<file path="src/rtl/ram_bist_ctrl.sv">
// ram_bist_ctrl -- March C- style self-test master for a single-port
// synchronous RAM with a registered read port (1-cycle read latency, read
// register holds while we=1).
//
// Sequence after an accepted start pulse (one command per clock):
//   M0 : ascending,  write BG
//   M1 : ascending,  read (expect BG),  write ~BG
//   M2 : descending, read (expect ~BG), write BG
//   M3 : ascending,  read (expect BG)
//   DRAIN : no command, last compare completes; then DONE.
//
// Optional feature: define BIST_STOP_ON_FAIL_EN to end the test at the first
// mismatching compare (the in-flight command is dropped).
//
// Ports:
//   clk        rising-edge clock, shared with the RAM
//   rst_n      synchronous active-low reset
//   start      one-cycle request, honoured only in IDLE/DONE
//   mem_we     RAM write enable
//   mem_addr   RAM address
//   mem_din    RAM write data (0 on reads)
//   mem_dout   RAM registered read data
//   busy       test in progress
//   done       test complete, held until the next accepted start
//   fail       sticky mismatch flag
//   fail_addr  address of the first mismatch
//   fail_data  data read at the first mismatch
//   err_count  mismatch count, saturating at 255
module ram_bist_ctrl #(
  parameter int                 ADDR_W     = 6,
  parameter int                 DATA_W     = 8,
  parameter logic [DATA_W-1:0]  BG_PATTERN = 8'h55
) (
  input  logic              clk,
  input  logic              rst_n,
  input  logic              start,
  output logic              mem_we,
  output logic [ADDR_W-1:0] mem_addr,
  output logic [DATA_W-1:0] mem_din,
  input  logic [DATA_W-1:0] mem_dout,
  output logic              busy,
  output logic              done,
  output logic              fail,
  output logic [ADDR_W-1:0] fail_addr,
  output logic [DATA_W-1:0] fail_data,
  output logic [7:0]        err_count
);

  typedef enum logic [3:0] {
    IDLE, M0, M1_R, M1_W, M2_R, M2_W, M3_R, DRAIN, DONE
  } state_t;

  localparam logic [ADDR_W-1:0] ADDR_LAST = '1;

  // state_reg/addr_reg describe the command currently driven on the RAM port.
  state_t              state_reg, state_next;
  logic [ADDR_W-1:0]   addr_reg, addr_next;
  logic                we_reg, we_next;
  logic [DATA_W-1:0]   din_reg, din_next;
  // Expected-value pipeline stage: loaded when the RAM samples a read command,
  // compared one edge later when the RAM out register holds the result.
  logic                exp_valid_reg, exp_valid_next;
  logic [DATA_W-1:0]   exp_data_reg, exp_data_next;
  logic [ADDR_W-1:0]   exp_addr_reg, exp_addr_next;
  logic                busy_reg, busy_next;
  logic                done_reg, done_next;
  logic                fail_reg, fail_next;
  logic [ADDR_W-1:0]   fail_addr_reg, fail_addr_next;
  logic [DATA_W-1:0]   fail_data_reg, fail_data_next;
  logic [7:0]          err_reg, err_next;
  logic                mismatch;

  always_comb begin
    state_next     = state_reg;
    addr_next      = addr_reg;
    fail_next      = fail_reg;
    fail_addr_next = fail_addr_reg;
    fail_data_next = fail_data_reg;
    err_next       = err_reg;

    exp_valid_next = (state_reg == M1_R) || (state_reg == M2_R) || (state_reg == M3_R);
    exp_data_next  = (state_reg == M2_R) ? ~BG_PATTERN : BG_PATTERN;
    exp_addr_next  = addr_reg;

    mismatch = exp_valid_reg && (mem_dout != exp_data_reg);
    if (mismatch) begin
      fail_next = 1'b1;
      if (!fail_reg) begin
        fail_addr_next = exp_addr_reg;
        fail_data_next = mem_dout;
      end
      if (err_reg != 8'hFF) err_next = err_reg + 8'd1;
    end

    case (state_reg)
      IDLE, DONE: begin
        if (start) begin
          state_next     = M0;
          addr_next      = '0;
          exp_valid_next = 1'b0;
          fail_next      = 1'b0;
          fail_addr_next = '0;
          fail_data_next = '0;
          err_next       = 8'd0;
        end
      end
      M0: begin
        if (addr_reg == ADDR_LAST) begin
          state_next = M1_R;
          addr_next  = '0;
        end else begin
          addr_next  = addr_reg + 1'b1;
        end
      end
      M1_R: state_next = M1_W;
      M1_W: begin
        // M2 starts at the top address: no wrap back to 0.
        if (addr_reg == ADDR_LAST) begin
          state_next = M2_R;
        end else begin
          state_next = M1_R;
          addr_next  = addr_reg + 1'b1;
        end
      end
      M2_R: state_next = M2_W;
      M2_W: begin
        if (addr_reg == '0) begin
          state_next = M3_R;
        end else begin
          state_next = M2_R;
          addr_next  = addr_reg - 1'b1;
        end
      end
      M3_R: begin
        if (addr_reg == ADDR_LAST) begin
          state_next = DRAIN;
          addr_next  = '0;
        end else begin
          addr_next  = addr_reg + 1'b1;
        end
      end
      DRAIN:   state_next = DONE;
      default: state_next = IDLE;
    endcase

`ifdef BIST_STOP_ON_FAIL_EN
    if (mismatch) begin
      state_next     = DONE;
      addr_next      = '0;
      exp_valid_next = 1'b0;
    end
`endif

    // Port values are decoded from the state being entered so they leave
    // the flops together with the state.
    busy_next = (state_next != IDLE) && (state_next != DONE);
    done_next = (state_next == DONE);
    we_next   = (state_next == M0) || (state_next == M1_W) || (state_next == M2_W);
    case (state_next)
      M0, M2_W: din_next = BG_PATTERN;
      M1_W:     din_next = ~BG_PATTERN;
      default:  din_next = '0;
    endcase
  end

  always_ff @(posedge clk) begin
    if (!rst_n) begin
      state_reg     <= IDLE;
      addr_reg      <= '0;
      we_reg        <= 1'b0;
      din_reg       <= '0;
      exp_valid_reg <= 1'b0;
      exp_data_reg  <= '0;
      exp_addr_reg  <= '0;
      busy_reg      <= 1'b0;
      done_reg      <= 1'b0;
      fail_reg      <= 1'b0;
      fail_addr_reg <= '0;
      fail_data_reg <= '0;
      err_reg       <= 8'd0;
    end else begin
      state_reg     <= state_next;
      addr_reg      <= addr_next;
      we_reg        <= we_next;
      din_reg       <= din_next;
      exp_valid_reg <= exp_valid_next;
      exp_data_reg  <= exp_data_next;
      exp_addr_reg  <= exp_addr_next;
      busy_reg      <= busy_next;
      done_reg      <= done_next;
      fail_reg      <= fail_next;
      fail_addr_reg <= fail_addr_next;
      fail_data_reg <= fail_data_next;
      err_reg       <= err_next;
    end
  end

  assign mem_we    = we_reg;
  assign mem_addr  = addr_reg;
  assign mem_din   = din_reg;
  assign busy      = busy_reg;
  assign done      = done_reg;
  assign fail      = fail_reg;
  assign fail_addr = fail_addr_reg;
  assign fail_data = fail_data_reg;
  assign err_count = err_reg;

endmodule

</file>
<file path="config.mk">
export PLATFORM = sky130hd
export DESIGN_NAME = ram_bist_ctrl
export DESIGN_NICKNAME = d
export VERILOG_FILES = /design/src/rtl/ram_bist_ctrl.sv
export SDC_FILE = /design/constraint.sdc
export NUM_CORES = 1
export LEC_CHECK = 0
export CAP_MARGIN = 10
export CORE_ASPECT_RATIO = 0.75
export CORE_MARGIN = 10
export CORE_UTILIZATION = 40
export DETAILED_ROUTE_END_ITERATION = 16
export PLACE_DENSITY = 0.66
export SYNTH_ARGS = -nofsm -noshare
export SYNTH_HDL_FRONTEND = slang
export SYNTH_SLANG_ARGS = --single-unit
</file>
<file path="constraint.sdc">
create_clock -name clk -period 4.12 [get_ports clk]
set_clock_uncertainty 0.15 [all_clocks]
set_input_delay 1.236 -clock clk [delete_from_list [all_inputs] [get_ports clk]]
set_output_delay 1.236 -clock clk [all_outputs]
set_load 0.02 [all_outputs]
</file>
==> report_table.html, run 1 <==
<table>
<tr><th>Metric</th><th>Value</th></tr>
<tr><th colspan="2">Run status</th></tr>
<tr><td>Run status</td><td>finished clean</td></tr>
<tr><th colspan="2">Worst hold path</th></tr>
<tr><td>Hold depth</td><td>2</td></tr>
<tr><td>Worst min path class</td><td>register to register</td></tr>
<tr><td>Origin of the worst min-delay path</td><td>exp_addr_reg[1]</td></tr>
<tr><td>Worst Hold Path EP</td><td>fail_addr[1]</td></tr>
<tr><th colspan="2">Setup path</th></tr>
<tr><td>Startpoint type of the worst setup path</td><td>primary input</td></tr>
<tr><td>Worst-path cell with the longest stage delay</td><td>sky130_fd_sc_hd__a211oi_4</td></tr>
<tr><td>Slowest Stage Delay on Critical Path</td><td>0.81 ns</td></tr>
<tr><td>CP Class</td><td>primary input to register</td></tr>
<tr><td>Top fanout value on the critical path</td><td>14</td></tr>
<tr><td>Terminus of the critical flop-to-flop path</td><td>mem_addr[5]</td></tr>
<tr><td>Required time of the worst setup path</td><td>4.16 ns</td></tr>
<tr><td>Data arrival time of the worst path</td><td>3.16 ns</td></tr>
<tr><td>R2R setup slack</td><td>1.84 ns</td></tr>
<tr><td>Worst flop-to-flop path startpoint</td><td>mem_addr[1]</td></tr>
<tr><td>Kind of cell with the highest combined delay on the critical path</td><td>compound AO/OA/AOI/OAI gates</td></tr>
<tr><td>Critical path buffer and inverter count</td><td>1</td></tr>
<tr><td>Crit path capture type</td><td>register</td></tr>
<tr><td>Setup crit start</td><td>mem_dout[0]</td></tr>
<tr><td>Critical-path cell list</td><td>clkdlybuf4s50_1 &gt; or4_1 &gt; mux2i_2 &gt; a211oi_4 &gt; mux2i_1 &gt; nor2_1</td></tr>
<tr><td>Number of cells traversed by the worst register-to-register path</td><td>6</td></tr>
<tr><td>Crit path depth</td><td>6</td></tr>
<tr><th colspan="2">CTS</th></tr>
<tr><td>CTS tree</td><td>yes</td></tr>
<tr><td>Number of gates resized after CTS</td><td>0</td></tr>
<tr><td>Maximum clock insertion buffer count</td><td>2</td></tr>
<tr><td>Register clock-pin slew on the reported worst setup and hold paths</td><td>0.09 ns</td></tr>
<tr><td>Number of buffers created by CTS</td><td>5</td></tr>
<tr><td>CTS Hold Bufs</td><td>0</td></tr>
<tr><td>Number of setup buffers added after CTS</td><td>0</td></tr>
<tr><td>Skew-Pair Late Insertion Delay</td><td>0.30 ns</td></tr>
<tr><td>Number of levels the H-tree was split into</td><td>2</td></tr>
<tr><td>Sink Count</td><td>47</td></tr>
<tr><td>Clock Tree Root</td><td>sky130_fd_sc_hd__clkbuf_8</td></tr>
<tr><th colspan="2">Cells and area</th></tr>
<tr><td>Area overhead of the layout relative to synthesis</td><td>26.0%</td></tr>
<tr><td>Layout cells sized above 1</td><td>7.17%</td></tr>
<tr><td>Commonest cells after routing, fill and taps aside</td><td>sky130_fd_sc_hd__clkdlybuf4s50_1 (50), sky130_fd_sc_hd__dfxtp_1 (47), sky130_fd_sc_hd__nor2_1 (33)</td></tr>
<tr><td>Net count of the finished layout</td><td>307</td></tr>
<tr><td>Final cell count without fillers</td><td>368</td></tr>
<tr><td>Number of diodes added for antenna fixing</td><td>0</td></tr>
<tr><td>Filler Cells Inserted</td><td>518</td></tr>
<tr><td>Leading cell type in the layout, fill and taps excluded</td><td>sky130_fd_sc_hd__clkdlybuf4s50_1</td></tr>
<tr><th colspan="2">Floorplanning</th></tr>
<tr><td>Core region area</td><td>0.00547 mm²</td></tr>
<tr><td>Die Width</td><td>108 µm</td></tr>
<tr><td>Number of rows created at floorplan</td><td>23</td></tr>
<tr><td>Die Y</td><td>85.7 µm</td></tr>
<tr><td>Die Area</td><td>0.00922 mm²</td></tr>
<tr><td>Effective utilization at floorplan</td><td>42.1%</td></tr>
<tr><td>Top-level port count</td><td>51</td></tr>
<tr><th colspan="2">Global route</th></tr>
<tr><td>Wire length of the first global-routing pass</td><td>9070 µm</td></tr>
<tr><td>GR Util All Layers</td><td>11.8%</td></tr>
<tr><td>Number of global-route vias before repair</td><td>1803</td></tr>
<tr><td>Antenna violations before repair</td><td>0</td></tr>
<tr><td>GRT Residual Overflow</td><td>0</td></tr>
<tr><td>Pin count of the biggest net entering global routing</td><td>20</td></tr>
<tr><th colspan="2">Logic synthesis</th></tr>
<tr><td>Number of cells produced by synthesis</td><td>253</td></tr>
<tr><td>Cells taking the most area after synthesis</td><td>sky130_fd_sc_hd__dfxtp_1 (41%), sky130_fd_sc_hd__mux2i_1 (7.0%), sky130_fd_sc_hd__nor2_1 (5.4%)</td></tr>
<tr><td>Number of warnings printed during yosys synthesis</td><td>0</td></tr>
<tr><td>Fraction of the mapped netlist area in simple logic gates</td><td>24.4%</td></tr>
<tr><td>Count of different cell masters after synthesis</td><td>56</td></tr>
<tr><td>Number of register bits inferred by synthesis</td><td>47</td></tr>
<tr><td>Synth Area in Adders</td><td>2.18%</td></tr>
<tr><td>Average size of a mapped cell</td><td>9.09 µm²</td></tr>
<tr><td>Async set-reset flop share out of synthesis</td><td>0%</td></tr>
<tr><td>Net Count, Synth</td><td>268</td></tr>
<tr><td>Compound-gate portion of the synthesized area</td><td>16.6%</td></tr>
<tr><td>Post-synth EDFFs</td><td>0</td></tr>
<tr><td>Fraction of synthesized area in multiplexers</td><td>8.16%</td></tr>
<tr><td>Cell taking the most area after synthesis</td><td>sky130_fd_sc_hd__dfxtp_1</td></tr>
<tr><td>Largest family of logic cells by synthesized area</td><td>simple AND/OR/NAND/NOR gates</td></tr>
<tr><td>Cell area after technology mapping</td><td>0.00230 mm²</td></tr>
<tr><td>Share of Yosys cell area claimed by the top area cell type</td><td>40.9%</td></tr>
<tr><td>Post-Synth XOR/XNOR Area</td><td>1.52%</td></tr>
<tr><td>Sequential cell area fraction in the yosys report</td><td>40.9%</td></tr>
<tr><td>Top_reg_cell synth</td><td>sky130_fd_sc_hd__dfxtp_1</td></tr>
<tr><th colspan="2">Pwr</th></tr>
<tr><td>Clock network fraction of total power</td><td>34.3%</td></tr>
<tr><td>Power density over the cells</td><td>296 mW/mm²</td></tr>
<tr><td>Standby leakage power</td><td>0.967 nW</td></tr>
<tr><td>Fraction of power spent switching nets</td><td>25.2%</td></tr>
<tr><td>Sequential share of power</td><td>54.6%</td></tr>
<tr><td>Net switching power of the design</td><td>0.000216 W</td></tr>
<tr><td>Power Internal</td><td>0.000642 W</td></tr>
<tr><td>Peak VDD IR</td><td>108 µV</td></tr>
<tr><td>Share of power burned in combinational logic</td><td>11.1%</td></tr>
<tr><th colspan="2">Routing</th></tr>
<tr><td>Drt pass-1 iters</td><td>4</td></tr>
<tr><td>DR iter-0 viols</td><td>72</td></tr>
<tr><td>Average wire per cell in the routed design</td><td>14.7 µm</td></tr>
<tr><td>Mean number of vias per cell</td><td>5.29</td></tr>
<tr><td>Routed vias</td><td>1948</td></tr>
<tr><td>Post-detailed-routing wire length</td><td>5420 µm</td></tr>
<tr><td>Remaining number of nets flagged by the antenna check after routing</td><td>0</td></tr>
<tr><td>Post-route DRC</td><td>0</td></tr>
<tr><th colspan="2">Timing</th></tr>
<tr><td>Fmax</td><td>321 MHz</td></tr>
<tr><td>Setup-violating endpoint count in the final report</td><td>0</td></tr>
<tr><td>Setup repair after global routing missed its margin</td><td>false</td></tr>
<tr><td>Number of hold violations in the final report</td><td>0</td></tr>
<tr><td>Worst Slack Setup Final</td><td>1.00 ns</td></tr>
<tr><td>Headroom to the max-slew limit</td><td>39.4%</td></tr>
<tr><td>Slew Limit Fails</td><td>0</td></tr>
<tr><td>Period utilization</td><td>75.7%</td></tr>
<tr><td>Sum of negative setup slack</td><td>0 ns</td></tr>
<tr><td>Final Critical Period</td><td>3.12 ns</td></tr>
<tr><td>Actual slew at the worst max-slew pin</td><td>0.906 ns</td></tr>
<tr><th colspan="2">Place</th></tr>
<tr><td>Post-place setup slack</td><td>0.699 ns</td></tr>
<tr><td>Quantity of I/O buffers inserted on ports</td><td>50</td></tr>
<tr><td>Placed insts</td><td>360</td></tr>
<tr><td>Routability congestion estimate from global placement</td><td>0.850</td></tr>
<tr><td>Post-detail-place hpwl</td><td>3940 µm</td></tr>
<tr><th colspan="2">Flow run</th></tr>
<tr><td>Number of violations of the max-capacitance limit</td><td>0</td></tr>
</table>
==> kinds of logic after synthesis <==
| logic type | count (synthesis) |
|---|---|
| fa+ha+maj | 4 |
| mux | 18 |
| compound gates | 49 |
| xor+xnor | 4 |
| buf+inv | 29 |
| simple gates | 102 |
| flops | 47 |
==> metal layers <==
| metal | GRT usage, % | wire length [µm] | part of all wire (%) | vias to the layer above |
|---|---|---|---|---|
| met5 | 0 | 0 | 0 | - |
| met4 | 3.75 | 48 | 0.89 | 0 |
| met3 | 3.89 | 416 | 7.7 | 4 |
| met2 | 17.1 | 2350 | 43 | 59 |
| met1 | 15.9 | 2610 | 48 | 900 |
| li1 | - | - | - | 985 |
==> power groups by stage <==
stage / clock, W / sequential (W) / combinational, W
after floorplan: 0 / 0.000481 / 0.0000559
final: 0.000294 / 0.000468 / 0.0000950
after global routing: 0.000323 / 0.000470 / 0.000103
after global placement: 0 / 0.000479 / 0.0000937
after CTS: 0.000309 / 0.000468 / 0.0000956
after detailed placement: 0 / 0.000479 / 0.0000950
==> stage by stage <==
step	utilization [%]	instance area (µm²)	hold WS, ns	total power (W)
2_1_floorplan	-	2300	0.290	0.000537
3_3_place_gp	51.2	2800	0.304	0.000573
3_5_place_dp	51.2	2800	0.307	0.000574
4_1_cts	53.0	2900	0.328	0.000873
5_1_grt	53.0	2900	0.380	0.000896
6_report	53.0	2900	0.323	0.000858
==> final cells by class <==
cell class / count / area (µm²) / area share, %
Multi-Input combinational cell: 177 / 1220 / 42.0
Tap cell: 75 / 93.8 / 3.24
Inverter: 9 / 33.8 / 1.17
Clock buffer: 6 / 82.6 / 2.85
Clock inverter: 2 / 16.3 / 0.561
Timing Repair Buffer: 52 / 515 / 17.8
Sequential cell: 47 / 941 / 32.5
==> worst max-delay path by stage <==
stage	to	slack (ns)
floorplan	fail_data[2]	1.30
CTS	fail_addr[4]	1.0
finish	fail_addr[4]	1.0
global placement	fail_addr[1]	0.70
global route	fail_addr[0]	0.86
detailed placement	fail_data[0]	0.70
==> synthesized netlist by cell type (all sizes together), types with 4 or more instances <==
library cell	count
dfxtp	47
nor2	33
mux2i	18
nand3	12
a21oi	10
buf	10
clkbuf	10
inv	9
and2	8
nand2	7
nor3	7
a211oi	6
and3	6
nand4	5
o21ai	5
ha	4
nor3b	4
==> tightest hold or removal path, stage by stage (launching register included) <==
cell	delay, ns
sky130_fd_sc_hd__dfxtp_1	0.32
sky130_fd_sc_hd__mux2i_1	0.06
sky130_fd_sc_hd__nor2_1	0.07
(Power assumes the default switching activity.)
==> run 2: changes to the inputs <==
--- a/config.mk
+++ b/config.mk
@@ -10,7 +10,7 @@
 export CORE_MARGIN = 10
 export CORE_UTILIZATION = 40
 export DETAILED_ROUTE_END_ITERATION = 16
-export PLACE_DENSITY = 0.66
+export PLACE_DENSITY = 0.68
 export SYNTH_ARGS = -nofsm -noshare
 export SYNTH_HDL_FRONTEND = slang
 export SYNTH_SLANG_ARGS = --single-unit
==> constraint.sdc (replaced) <==
create_clock -name clk -period 2.8 [get_ports clk]
set_clock_uncertainty 0.15 [all_clocks]
set_input_delay 0.84 -clock clk [delete_from_list [all_inputs] [get_ports clk]]
set_output_delay 0.84 -clock clk [all_outputs]
set_load 0.02 [all_outputs]
==> report_table.html, run 2 (same netlist as run 1, synthesis figures left out) <==
<table>
<tr><th>Metric</th><th>Value</th></tr>
<tr><th colspan="2">Global route</th></tr>
<tr><td>Met1 GRT Util</td><td>15.9% (about the same)</td></tr>
<tr><td>GR Util All Layers</td><td>12.1% (was 11.8%)</td></tr>
<tr><td>Pin count of the biggest net entering global routing</td><td>24 (was 20)</td></tr>
<tr><td>Antenna violations before repair</td><td>0 (unchanged)</td></tr>
<tr><td>Met2 track utilization from global routing</td><td>17.7% (was 17.1%)</td></tr>
<tr><td>Most crowded layer after global routing</td><td>met2 (unchanged)</td></tr>
<tr><td>Wire length of the first global-routing pass</td><td>9140 µm (was 9070 µm)</td></tr>
<tr><td>Met3 routing resource usage after global routing</td><td>4.11% (was 3.89%)</td></tr>
<tr><td>GRT Residual Overflow</td><td>0 (unchanged)</td></tr>
<tr><td>Number of global-route vias before repair</td><td>1823 (was 1803)</td></tr>
<tr><th colspan="2">CTS</th></tr>
<tr><td>CTS Hold Bufs</td><td>0 (unchanged)</td></tr>
<tr><td>Register clock-pin slew on the reported worst setup and hold paths</td><td>0.09 ns (about the same)</td></tr>
<tr><td>Number of levels the H-tree was split into</td><td>2 (unchanged)</td></tr>
<tr><td>CTS tree</td><td>yes (unchanged)</td></tr>
<tr><td>Clock Tree Root</td><td>sky130_fd_sc_hd__clkbuf_8 (unchanged)</td></tr>
<tr><td>Number of setup buffers added after CTS</td><td>0 (unchanged)</td></tr>
<tr><td>Number of buffers created by CTS</td><td>5 (unchanged)</td></tr>
<tr><td>Number of gates resized after CTS</td><td>0 (unchanged)</td></tr>
<tr><td>Maximum clock insertion buffer count</td><td>2 (unchanged)</td></tr>
<tr><td>Sink Count</td><td>47 (unchanged)</td></tr>
<tr><td>Skew-Pair Late Insertion Delay</td><td>0.31 ns (was 0.30 ns)</td></tr>
<tr><th colspan="2">Place</th></tr>
<tr><td>Routability congestion estimate from global placement</td><td>0.922 (was 0.850)</td></tr>
<tr><td>Placed insts</td><td>367 (was 360)</td></tr>
<tr><td>Quantity of I/O buffers inserted on ports</td><td>50 (unchanged)</td></tr>
<tr><td>Post-place setup slack</td><td>-0.205 ns (was 0.699 ns)</td></tr>
<tr><td>Post-detail-place hpwl</td><td>4040 µm (was 3940 µm)</td></tr>
<tr><th colspan="2">Timing</th></tr>
<tr><td>Final Critical Period</td><td>2.64 ns</td></tr>
<tr><td>Setup-violating endpoint count in the final report</td><td>0 (unchanged)</td></tr>
<tr><td>Worst Slack Setup Final</td><td>0.155 ns (was 1.00 ns)</td></tr>
<tr><td>Period utilization</td><td>94.5%</td></tr>
<tr><td>Actual slew at the worst max-slew pin</td><td>0.570 ns (was 0.906 ns)</td></tr>
<tr><td>Sum of negative setup slack</td><td>0 ns (unchanged)</td></tr>
<tr><td>Headroom to the max-slew limit</td><td>62.0% (was 39.4%)</td></tr>
<tr><td>Hold WS</td><td>0.319 ns (was 0.323 ns)</td></tr>
<tr><td>Number of hold violations in the final report</td><td>0 (unchanged)</td></tr>
<tr><td>Slew Limit Fails</td><td>0 (unchanged)</td></tr>
<tr><td>Setup repair after global routing missed its margin</td><td>false (unchanged)</td></tr>
<tr><td>Fmax</td><td>378 MHz</td></tr>
<tr><th colspan="2">Floorplanning</th></tr>
<tr><td>Effective utilization at floorplan</td><td>42.1% (unchanged)</td></tr>
<tr><td>Die Width</td><td>108 µm (unchanged)</td></tr>
<tr><td>Die Area</td><td>0.00922 mm² (unchanged)</td></tr>
<tr><td>Core region area</td><td>0.00547 mm² (unchanged)</td></tr>
<tr><td>Die Y</td><td>85.7 µm (unchanged)</td></tr>
<tr><td>Number of rows created at floorplan</td><td>23 (unchanged)</td></tr>
<tr><td>Top-level port count</td><td>51 (unchanged)</td></tr>
<tr><th colspan="2">Routing</th></tr>
<tr><td>Mean number of vias per cell</td><td>5.23 (was 5.29)</td></tr>
<tr><td>Average wire per cell in the routed design</td><td>14.8 µm (was 14.7 µm)</td></tr>
<tr><td>Drt pass-1 iters</td><td>4 (unchanged)</td></tr>
<tr><td>Routed vias</td><td>1960 (was 1948)</td></tr>
<tr><td>Post-detailed-routing wire length</td><td>5560 µm (was 5420 µm)</td></tr>
<tr><td>Remaining number of nets flagged by the antenna check after routing</td><td>0 (unchanged)</td></tr>
<tr><td>Post-route DRC</td><td>0 (unchanged)</td></tr>
<tr><td>DR iter-0 viols</td><td>123 (was 72)</td></tr>
<tr><th colspan="2">Run status</th></tr>
<tr><td>Run status</td><td>finished clean (unchanged)</td></tr>
<tr><th colspan="2">Pwr</th></tr>
<tr><td>Power density over the cells</td><td>416 mW/mm² (was 296 mW/mm²)</td></tr>
<tr><td>Standby leakage power</td><td>1.01 nW (was 0.967 nW)</td></tr>
<tr><td>Peak VDD IR</td><td>243 µV (was 108 µV)</td></tr>
<tr><th colspan="2">Setup path</th></tr>
<tr><td>Startpoint type of the worst setup path</td><td>primary input (unchanged)</td></tr>
<tr><td>Top fanout value on the critical path</td><td>5 (was 14)</td></tr>
<tr><td>Required time of the worst setup path</td><td>2.90 ns (was 4.16 ns)</td></tr>
<tr><td>CP Class</td><td>primary input to register (unchanged)</td></tr>
<tr><td>Data arrival time of the worst path</td><td>2.75 ns (was 3.16 ns)</td></tr>
<tr><td>Crit path capture type</td><td>register (unchanged)</td></tr>
<tr><th colspan="2">Cells and area</th></tr>
<tr><td>Filler Cells Inserted</td><td>512 (was 518)</td></tr>
<tr><td>Leading cell type in the layout, fill and taps excluded</td><td>sky130_fd_sc_hd__clkdlybuf4s50_1 (unchanged)</td></tr>
<tr><td>Final cell count without fillers</td><td>375 (was 368)</td></tr>
<tr><td>Area overhead of the layout relative to synthesis</td><td>29.0% (was 26.0%)</td></tr>
<tr><td>Number of diodes added for antenna fixing</td><td>0 (unchanged)</td></tr>
<tr><td>Layout cells sized above 1</td><td>9.33% (was 7.17%)</td></tr>
<tr><td>Commonest cells after routing, fill and taps aside</td><td>sky130_fd_sc_hd__clkdlybuf4s50_1 (50), sky130_fd_sc_hd__dfxtp_1 (47), sky130_fd_sc_hd__nor2_1 (33) (unchanged)</td></tr>
<tr><td>Net count of the finished layout</td><td>315 (was 307)</td></tr>
<tr><th colspan="2">Worst hold path</th></tr>
<tr><td>Worst min path class</td><td>register to register (unchanged)</td></tr>
<tr><th colspan="2">Flow run</th></tr>
<tr><td>Number of violations of the max-capacitance limit</td><td>0 (unchanged)</td></tr>
</table>
==> run 2: cell types whose count changed in the layout (fill, tap and decap cells not counted) <==
| cell | previous run | this run |
|---|---|---|
| sky130_fd_sc_hd__buf_12 | 0 | 2 |
| sky130_fd_sc_hd__clkbuf_8 | 6 | 5 |
| sky130_fd_sc_hd__clkinvlp_4 | 1 | 0 |
| sky130_fd_sc_hd__clkinv_2 | 0 | 1 |
| sky130_fd_sc_hd__buf_4 | 2 | 8 |
==> run 2: where the power goes <==
group	leakage, nW	switching, W	total, W	internal, W
Sequential	0.380	0.0000125	0.000690	0.000677
Clock	0.0440	0.000224	0.000395	0.000171
Combinational	0.589	0.0000753	0.000149	0.0000734
==> run 2: area by class of cell <==
class	instances	area, µm²	area share (%)
Multi-Input combinational cell	177	1220	41.0
Timing Repair Buffer	60	601	20.2
Inverter	9	33.8	1.14
Sequential cell	47	941	31.7
Clock buffer	5	68.8	2.32
Tap cell	75	93.8	3.16
Clock inverter	2	13.8	0.464
==> run 2: through the flow <==
stage	total power [W]	utilization, %	cell area (µm²)
after global placement	0.000852	52.4	2870
after global routing	0.00129	54.3	2970
after CTS	0.00125	53.9	2950
after detailed placement	0.000853	52.4	2870
final	0.00123	54.3	2970
after floorplan	0.000790	-	2300
==> run 2: per-layer routing <==
layer	wire, µm	part of all wire [%]
met2	2350	42
met3	446	8.0
met4	82	1.5
met5	0	0
met1	2680	48
==> run 2: worst max-delay path, cell delays in order <==
cell                              delay [ns]
sky130_fd_sc_hd__clkdlybuf4s50_1        0.45
sky130_fd_sc_hd__or4_1                  0.54
sky130_fd_sc_hd__mux2i_2                0.31
sky130_fd_sc_hd__buf_4                  0.18
sky130_fd_sc_hd__a21oi_1                0.12
sky130_fd_sc_hd__a41o_1                 0.24
sky130_fd_sc_hd__nor2_1                 0.07
==> run 2: final timing paths <==
path / startpoint / cells past startpoint / end / slack [ns]
worst max-delay path: mem_dout[1] / 7 / err_count[7] / 0.16
worst max register to register: mem_addr[1] / 6 / mem_addr[5] / 0.52
worst min register to register: exp_addr_reg[3] / 2 / fail_addr[3] / 0.32
worst min-delay path: exp_addr_reg[3] / 2 / fail_addr[3] / 0.32
==> run 3: changes to the inputs <==
--- a/config.mk
+++ b/config.mk
@@ -10,7 +10,9 @@
 export CORE_MARGIN = 10
 export CORE_UTILIZATION = 40
 export DETAILED_ROUTE_END_ITERATION = 16
+export GPL_TIMING_DRIVEN = 1
 export PLACE_DENSITY = 0.68
+export REMOVE_ABC_BUFFERS = 1
 export SYNTH_ARGS = -nofsm -noshare
 export SYNTH_HDL_FRONTEND = slang
 export SYNTH_SLANG_ARGS = --single-unit
==> report_table.html, run 3 (same netlist as run 1, synthesis figures left out) <==
<table>
<tr><th>Metric</th><th>Value</th></tr>
<tr><th colspan="2">Timing</th></tr>
<tr><td>Sum of negative setup slack</td><td>0 ns (unchanged)</td></tr>
<tr><td>Headroom to the max-slew limit</td><td>59.7% (was 62.0%)</td></tr>
<tr><td>Final Critical Period</td><td>2.66 ns (was 2.64 ns)</td></tr>
<tr><td>Fmax</td><td>375 MHz (was 378 MHz)</td></tr>
<tr><td>Number of hold violations in the final report</td><td>0 (unchanged)</td></tr>
<tr><td>Period utilization</td><td>95.1% (was 94.5%)</td></tr>
<tr><td>Setup-violating endpoint count in the final report</td><td>0 (unchanged)</td></tr>
<tr><td>Slew Limit Fails</td><td>0 (unchanged)</td></tr>
<tr><td>Setup repair after global routing missed its margin</td><td>false (unchanged)</td></tr>
<tr><td>Actual slew at the worst max-slew pin</td><td>0.603 ns (was 0.570 ns)</td></tr>
<tr><th colspan="2">CTS</th></tr>
<tr><td>CTS Hold Bufs</td><td>0 (unchanged)</td></tr>
<tr><td>CTS tree</td><td>yes (unchanged)</td></tr>
<tr><td>Number of setup buffers added after CTS</td><td>0 (unchanged)</td></tr>
<tr><td>Number of buffers created by CTS</td><td>5 (unchanged)</td></tr>
<tr><td>Maximum clock insertion buffer count</td><td>2 (unchanged)</td></tr>
<tr><td>Sink Count</td><td>47 (unchanged)</td></tr>
<tr><td>Clock Tree Root</td><td>sky130_fd_sc_hd__clkbuf_8 (unchanged)</td></tr>
<tr><td>Number of gates resized after CTS</td><td>0 (unchanged)</td></tr>
<tr><td>Skew-Pair Late Insertion Delay</td><td>0.30 ns (was 0.31 ns)</td></tr>
<tr><td>Register clock-pin slew on the reported worst setup and hold paths</td><td>0.10 ns (was 0.09 ns)</td></tr>
<tr><td>Number of levels the H-tree was split into</td><td>2 (unchanged)</td></tr>
<tr><th colspan="2">Cells and area</th></tr>
<tr><td>Leading cell type in the layout, fill and taps excluded</td><td>sky130_fd_sc_hd__clkdlybuf4s50_1 (unchanged)</td></tr>
<tr><td>Layout cells sized above 1</td><td>10.8% (was 9.33%)</td></tr>
<tr><td>Area of all placed cells without fillers</td><td>0.00300 mm² (was 0.00297 mm²)</td></tr>
<tr><td>Area overhead of the layout relative to synthesis</td><td>30.3% (was 29.0%)</td></tr>
<tr><td>Register Area</td><td>941 µm² (unchanged)</td></tr>
<tr><td>Filler Cells Inserted</td><td>523 (was 512)</td></tr>
<tr><td>Net count of the finished layout</td><td>319 (was 315)</td></tr>
<tr><td>Commonest cells after routing, fill and taps aside</td><td>sky130_fd_sc_hd__clkdlybuf4s50_1 (50), sky130_fd_sc_hd__dfxtp_1 (47), sky130_fd_sc_hd__nor2_1 (33) (unchanged)</td></tr>
<tr><td>Number of diodes added for antenna fixing</td><td>0 (unchanged)</td></tr>
<tr><td>Finished Core Util</td><td>54.9% (was 54.3%)</td></tr>
<tr><td>Multi-input gate area in the final layout</td><td>0.00122 mm² (unchanged)</td></tr>
<tr><th colspan="2">Global route</th></tr>
<tr><td>Number of global-route vias before repair</td><td>1873 (was 1823)</td></tr>
<tr><td>GRT Residual Overflow</td><td>0 (unchanged)</td></tr>
<tr><td>Met1 GRT Util</td><td>17.1% (was 15.9%)</td></tr>
<tr><td>Antenna violations before repair</td><td>0 (unchanged)</td></tr>
<tr><td>Met2 track utilization from global routing</td><td>16.8% (was 17.7%)</td></tr>
<tr><td>Wire length of the first global-routing pass</td><td>9430 µm (was 9140 µm)</td></tr>
<tr><td>Pin count of the biggest net entering global routing</td><td>24 (unchanged)</td></tr>
<tr><td>GR Util All Layers</td><td>12.1% (about the same)</td></tr>
<tr><td>Met3 routing resource usage after global routing</td><td>4.26% (was 4.11%)</td></tr>
<tr><td>Most crowded layer after global routing</td><td>met1 (was met2)</td></tr>
<tr><th colspan="2">Routing</th></tr>
<tr><td>Drt pass-1 iters</td><td>4 (unchanged)</td></tr>
<tr><td>Remaining number of nets flagged by the antenna check after routing</td><td>0 (unchanged)</td></tr>
<tr><td>Routed vias</td><td>2005 (was 1960)</td></tr>
<tr><td>DR iter-0 viols</td><td>117 (was 123)</td></tr>
<tr><td>Mean number of vias per cell</td><td>5.28 (was 5.23)</td></tr>
<tr><td>Average wire per cell in the routed design</td><td>14.9 µm (was 14.8 µm)</td></tr>
<tr><td>Post-detailed-routing wire length</td><td>5650 µm (was 5560 µm)</td></tr>
<tr><td>Post-route DRC</td><td>0 (unchanged)</td></tr>
<tr><th colspan="2">Place</th></tr>
<tr><td>Total cell area at the placement stage</td><td>0.00288 mm² (was 0.00287 mm²)</td></tr>
<tr><td>Routability congestion estimate from global placement</td><td>0.819 (was 0.922)</td></tr>
<tr><td>Post-detail-place hpwl</td><td>4120 µm (was 4040 µm)</td></tr>
<tr><td>Quantity of I/O buffers inserted on ports</td><td>50 (unchanged)</td></tr>
<tr><th colspan="2">Flow run</th></tr>
<tr><td>Number of violations of the max-capacitance limit</td><td>0 (unchanged)</td></tr>
<tr><th colspan="2">Setup path</th></tr>
<tr><td>Crit path capture type</td><td>register (unchanged)</td></tr>
<tr><td>Startpoint type of the worst setup path</td><td>primary input (unchanged)</td></tr>
<tr><td>Data arrival time of the worst path</td><td>2.76 ns (was 2.75 ns)</td></tr>
<tr><td>CP Class</td><td>primary input to register (unchanged)</td></tr>
<tr><td>Top fanout value on the critical path</td><td>5 (unchanged)</td></tr>
<tr><td>Required time of the worst setup path</td><td>2.90 ns (about the same)</td></tr>
<tr><th colspan="2">Floorplanning</th></tr>
<tr><td>Core region area</td><td>0.00547 mm² (unchanged)</td></tr>
<tr><td>Die Area</td><td>0.00922 mm² (unchanged)</td></tr>
<tr><td>Top-level port count</td><td>51 (unchanged)</td></tr>
<tr><td>Die Width</td><td>108 µm (unchanged)</td></tr>
<tr><td>Die Y</td><td>85.7 µm (unchanged)</td></tr>
<tr><td>Number of rows created at floorplan</td><td>23 (unchanged)</td></tr>
<tr><td>Effective utilization at floorplan</td><td>42.1% (unchanged)</td></tr>
<tr><th colspan="2">Worst hold path</th></tr>
<tr><td>Worst min path class</td><td>register to register (unchanged)</td></tr>
<tr><th colspan="2">Pwr</th></tr>
<tr><td>Standby leakage power</td><td>1.04 nW (was 1.01 nW)</td></tr>
<tr><td>Peak VDD IR</td><td>184 µV (was 243 µV)</td></tr>
<tr><td>Power density over the cells</td><td>425 mW/mm² (was 416 mW/mm²)</td></tr>
<tr><th colspan="2">Run status</th></tr>
<tr><td>Run status</td><td>finished clean (unchanged)</td></tr>
</table>
run 3: cell count changes in the layout (fill, tap and decap cells not counted), sizes merged:
cell / delta
clkbuf: +1
inv: +1
buf: +4
clkinv: -1
run 3: worst paths after layout:
check	startpoint	to	slack, ns	depth (start not counted)
min	exp_addr_reg[2]	fail_addr[2]	0.32	2
min reg2reg	exp_addr_reg[2]	fail_addr[2]	0.32	2
max reg2reg	state_reg[3]	mem_addr[5]	0.56	5
max	mem_dout[0]	err_count[7]	0.14	7
run 3: per-layer routing:
metal  wire, µm  share of wire [%]  up-vias
li1           -                  -     1017
met1       2770                 49      925
met2       2390                 42       57
met3        459                8.1        6
met4         36               0.64        0
met5          0                  0        -
run 3: layout make-up:
| class | count | area share [%] |
|---|---|---|
| inverters | 9 | 1.13 |
| clock buffers | 6 | 2.75 |
| well taps | 75 | 3.13 |
| clock inverters | 2 | 0.459 |
| multi-input cells | 177 | 40.6 |
| flip-flops and latches | 47 | 31.4 |
| repair buffers | 64 | 20.6 |
run 3: critical path: stages:
cell and delay [ns]:
sky130_fd_sc_hd__clkdlybuf4s50_1 0.45, sky130_fd_sc_hd__or4_1 0.54, sky130_fd_sc_hd__mux2i_2 0.31, sky130_fd_sc_hd__buf_4 0.18, sky130_fd_sc_hd__a21oi_1 0.12, sky130_fd_sc_hd__a41o_1 0.24
sky130_fd_sc_hd__nor2_1 0.08
run 3: metrics by stage:
step	setup WS (ns)	cells	hold slack, ns	total power (W)
detailed placement	-0.226	369	0.312	0.000853
global placement	-0.171	369	0.297	0.000852
global route	0.0621	380	0.346	0.00133
floorplan	0.408	233	0.290	0.000776
finish	0.136	380	0.321	0.00127
CTS	0.0733	377	0.329	0.00129
run 3: where the power goes:
| group | switching [W] | internal [W] |
|---|---|---|
| clock | 0.000234 | 0.000202 |
| combinational | 0.0000749 | 0.0000733 |
| sequential | 0.0000120 | 0.000677 |
